## config.mk

```make
export PLATFORM = sky130hd
export DESIGN_NAME = fetch_unit
export DESIGN_NICKNAME = d
export VERILOG_FILES = /design/src/rtl/fetch_pkg.sv /design/src/rtl/fetch_unit_pc_reg.sv /design/src/rtl/fetch_unit.sv
export SDC_FILE = /design/constraint.sdc
export NUM_CORES = 1
export LEC_CHECK = 0
export CAP_MARGIN = 25
export CORE_MARGIN = 4
export CORE_UTILIZATION = 40
export CTS_CLUSTER_DIAMETER = 30
export DETAILED_ROUTE_END_ITERATION = 10
export DONT_BUFFER_PORTS = 1
export PLACE_DENSITY = 0.62
export SLEW_MARGIN = 30
export SYNTH_ARGS = -nofsm -noshare
export SYNTH_HDL_FRONTEND = slang
export SYNTH_SLANG_ARGS = --single-unit
```

## constraint.sdc

```tcl
create_clock -name clk -period 1.9 [get_ports clk]
set_input_delay 0.19 -clock clk [delete_from_list [all_inputs] [get_ports clk]]
set_output_delay 0.19 -clock clk [all_outputs]
set_load 0.1 [all_outputs]
```

## src/rtl/fetch_pkg.sv

```systemverilog
// Shared definitions for the instruction-fetch stage.
package fetch_pkg;

  typedef enum logic [1:0] {
    ST_IDLE   = 2'b00,
    ST_FETCH  = 2'b01,
    ST_HOLD   = 2'b10,
    ST_HALTED = 2'b11
  } fetch_state_e;

  localparam logic [15:0] RESET_PC_DEFAULT   = 16'h0000;
  localparam logic [3:0]  HLT_OPCODE_DEFAULT = 4'hF;

  // Instructions are halfword-aligned, so bit 0 of any PC candidate is dropped.
  function automatic logic [15:0] align_pc(input logic [15:0] pc);
    return {pc[15:1], 1'b0};
  endfunction

endpackage

```

## src/rtl/fetch_unit_pc_reg.sv

```systemverilog
// 16-bit PC register with load enable and asynchronous reset to RESET_PC.
module pc_reg
  import fetch_pkg::*;
#(
  parameter logic [15:0] RESET_PC = RESET_PC_DEFAULT
) (
  input  logic        clk,
  input  logic        rst_n,
  input  logic        load,
  input  logic [15:0] d,
  output logic [15:0] q
);

  // Hold the PC; take the new value only when load is asserted.
  always_ff @(posedge clk or negedge rst_n) begin
    if (!rst_n) begin
      q <= RESET_PC;
    end else if (load) begin
      q <= d;
    end
  end

endmodule

```

## src/rtl/fetch_unit.sv

```systemverilog
// Instruction-fetch stage: owns the PC, reads instruction memory over
// req/rdy, and hands each word to decode over valid/ack.
//
// state     | meaning
// ----------+-------------------------------------------------------
// ST_IDLE   | single cycle after reset release, no request
// ST_FETCH  | imem_req high at pc_cur, waiting for imem_rdy
// ST_HOLD   | inst_valid high, waiting for decode to ack
// ST_HALTED | HLT fetched, all inputs ignored until reset
module fetch_unit
  import fetch_pkg::*;
#(
  parameter logic [15:0] RESET_PC   = RESET_PC_DEFAULT,
  parameter logic [3:0]  HLT_OPCODE = HLT_OPCODE_DEFAULT
) (
  input  logic        clk,
  input  logic        rst_n,
  output logic        imem_req,
  output logic [15:0] imem_addr,
  input  logic        imem_rdy,
  input  logic [15:0] imem_data,
  output logic [15:0] pc_cur,
  input  logic [15:0] pc_next,
  output logic [15:0] inst,
  output logic        inst_valid,
  input  logic        inst_ack,
  output logic        halt,
  output logic [15:0] fetch_count
);

  fetch_state_e state_q;
  fetch_state_e state_d;
  logic         mem_done;
  logic         accept;
  logic         is_hlt;
  logic [15:0]  pc_load_val;
  logic [15:0]  inst_q;
  logic [15:0]  count_q;

  assign mem_done    = (state_q == ST_FETCH) && imem_rdy;
  assign accept      = (state_q == ST_HOLD) && inst_ack;
  assign is_hlt      = (imem_data[15:12] == HLT_OPCODE);
  assign pc_load_val = align_pc(pc_next);

  // State register.
  always_ff @(posedge clk or negedge rst_n) begin
    if (!rst_n) begin
      state_q <= ST_IDLE;
    end else begin
      state_q <= state_d;
    end
  end

  // Next-state and state-decoded handshake outputs.
  always_comb begin
    state_d    = state_q;
    imem_req   = 1'b0;
    inst_valid = 1'b0;
    halt       = 1'b0;
    case (state_q)
      ST_IDLE: begin
        state_d = ST_FETCH;
      end
      ST_FETCH: begin
        imem_req = 1'b1;
        if (imem_rdy) begin
          state_d = is_hlt ? ST_HALTED : ST_HOLD;
        end
      end
      ST_HOLD: begin
        inst_valid = 1'b1;
        if (inst_ack) begin
          state_d = ST_FETCH;
        end
      end
      ST_HALTED: begin
        halt = 1'b1;
      end
      default: begin
        state_d = ST_IDLE;
      end
    endcase
  end

  // Capture the returned word, HLT included, so decode/debug can see it.
  always_ff @(posedge clk or negedge rst_n) begin
    if (!rst_n) begin
      inst_q <= 16'h0000;
    end else if (mem_done) begin
      inst_q <= imem_data;
    end
  end

  // Count instructions consumed by decode; wraps silently.
  always_ff @(posedge clk or negedge rst_n) begin
    if (!rst_n) begin
      count_q <= 16'h0000;
    end else if (accept) begin
      count_q <= count_q + 16'd1;
    end
  end

  pc_reg #(
    .RESET_PC(RESET_PC)
  ) u_pc_reg (
    .clk  (clk),
    .rst_n(rst_n),
    .load (accept),
    .d    (pc_load_val),
    .q    (pc_cur)
  );

  assign imem_addr   = pc_cur;
  assign inst        = inst_q;
  assign fetch_count = count_q;

endmodule
```

==> results_dict.tcl <==
set metrics [dict create \
    status "finished clean" \
    synth_area_mm2 0.00211 \
    synth_cell_type_count 25 \
    yosys-top-cells-area "dfrtp_1 (58%), mux2_2 (17%), buf_4 (6.0%), xnor2_1 (5.8%), buf_6 (2.1%)" \
    reg2reg_slack_ns 0.36 \
    holdPathStages 2 \
    place_congestion 0.697 \
    diodes 0 \
    hold_end "state_q[0]" \
    worstReg2RegStart "state_q[0]" \
    rsz0062_at_grt "no" \
    ios 103 \
    post-dp-hpwl_mm 3.22 \
    synth_seq_cells 49 \
    critPathArrivalTime_ns 1.71 \
    routed_wl_mm 4.18 \
    clk_latency_ns 0.29 \
    num-fill-cells 461 \
    start_kind "flip-flop" \
    hold_viol 0 \
    finalNetCount 228 \
    post_cts_resized 0 \
    min_path_type "input port to flip-flop" \
    seq_area_mm2 0.00125 \
    max-clock-path-buffers 2 \
    drive_gt1_share_pct 61.5 \
    numCtsBuffers 5 \
    slew_viol_final 0 \
    drt_iter0_drc 45 \
    clock-sinks 49 \
    grt_pass1_wl_mm 6.92 \
    start_util_pct 41.3 \
    final_area_mm2 0.00259 \
    synth_top_cell_by_area "dfrtp_1" \
    placed_area_mm2 0.00244 \
    cts_max_level 2 \
    antenna_found_initial 0 \
    critPathLaunch "state_q[0]" \
    cts_root_buffer "clkbuf_8" \
    final_core_util_pct 50.6 \
    vias 1242 \
    area_growth_pct 22.5 \
    drv_cap 0 \
    fin_crit_sh_pct 81.2 \
    avgSynthCellArea_um2 13.9 \
    r2r_end "fetch_count[7]" \
    tritoncts "done" \
    fin_setup_tns_ns 0 \
    timing.fmax_ghz 0.648 \
    path_max_fanout 6 \
    firstDrtPassIters 2 \
    final_common_cell "buf_4" \
    critPathRequiredTime_ns 2.07 \
    yosysTopAreaCellShare_pct 58.1 \
    grt_pass1_vias 1437 \
    viasPerCell 4.74 \
    reg2reg_depth 4 \
    fp.dieArea_mm2 0.00650 \
    core-area_mm2 0.00511 \
    worstSetupEndpointType "flip-flop" \
    skew_ns 0.00546 \
    hp-start "inst_ack" \
    tightest_slew_ns 0.545 \
    layout_common_cells "buf_4 (48), mux2_2 (32), dfrtp_1 (27)" \
    relSlewSlack_pct 63.6 \
    gr-total-overflow 0 \
    route.detailed.drc 0 \
    setup_viol 0 \
    crit_type "flip-flop to flip-flop" \
    wl_per_cell_um 16.0 \
    multi_input_area_um2 704 \
    syn_inst 152 \
    ys_seq_area_share_pct 58.1 \
    core.rowCount 26 \
    chipHeight_um 80.6 \
    grt_util_all_layers_pct 14.0 \
    ant_nets 0 \
    fin_crit_ns 1.54 \
    clk_pin_slew_ns 0.08 \
    grt_max_degree 50 \
    io_buffers 0 \
    dieWidth_um 80.6 \
    yosys_warnings 0 \
]
area by class of cell:
class / instances / area share (%)
multi-input cells: 80 / 27.2
inverters: 3 / 0.435
clock inverters: 1 / 0.194
repair buffers: 52 / 16.5
flip-flops and latches: 49 / 48.5
clock buffers: 7 / 3.73
well taps: 70 / 3.39
how the worst max path moves through the flow:
stage                 endpoint  slack [ns]  cells after the start
2_1_floorplan  fetch_count[13]        0.09                      4
3_3_place_gp    fetch_count[7]        0.43                      4
3_5_place_dp    fetch_count[7]        0.35                      4
4_1_cts         fetch_count[7]        0.34                      4
5_1_grt        fetch_count[15]        0.26                      4
6_report        fetch_count[7]        0.36                      4
synthesized netlist by cell type:
cell type / number
dfrtp_1: 49
mux2_2: 32
buf_4: 17
xnor2_1: 14
nand3_1: 7
buf_6: 4
nand4_1: 4
inv_1: 3
nand2_1: 3
and3_1: 2
nor2_1: 2
o21ai_0: 2
a21oi_1: 1
a41oi_1: 1
and2_2: 1
and2b_2: 1
and4_1: 1
and4b_1: 1
conb_1: 1
ha_1: 1
nand2_2: 1
nand2_4: 1
nor2_4: 1
nor2b_4: 1
xor2_1: 1
per-stage QoR:
step,std cells,setup slack [ns],hold WS (ns)
6_report,262,0.357,0.0137
5_1_grt,262,0.257,0.0187
4_1_cts,262,0.340,0.000543
3_5_place_dp,251,0.353,-0.104
3_3_place_gp,251,0.426,-0.104
2_1_floorplan,153,0.0931,-0.106
state kept, by name (all words and copies together) (netlist names):
signal,flops
u_pc_reg.q,15
state_q,2
fetch_count,16
inst,16
metal layers:
| metal | share of wire [%] | vias up | routed length, um | track usage, % |
|---|---|---|---|---|
| met4 | 0.57 | 0 | 24 | 3.04 |
| met5 | 0 | - | 0 | 0 |
| li1 | - | 571 | - | - |
| met1 | 36 | 608 | 1520 | 15.3 |
| met3 | 12 | 4 | 482 | 6.95 |
| met2 | 52 | 59 | 2160 | 24.3 |
kinds of logic (layout without fill, tap and decap cells):
group,count (synthesis),after routing,share of synthesized area (%)
flops,49,49,58.1
xor+xnor,15,15,6.22
other cells,1,2,0.178
compound gates,4,4,1.13
mux,32,32,17.1
simple gates,26,26,8.00
fa+ha+maj,1,1,0.593
buf+inv,24,63,8.71
what timing repair did:
item / CTS / global route
setup buffers: 0 / 0
setup endpoints to repair: 0 / 0
endpoints found under the hold margin: 50 / 0
hold buffers: 3 / 0
worst max-delay path, stage by stage (launching register included):
cell     delay, ns
dfrtp_1       0.43
and4b_1       0.32
and4_1        0.35
nand4_1       0.16
xnor2_1       0.16
Power is not shown: default switching activity piles up to over one toggle a cycle in this logic, so the estimate is an artifact.
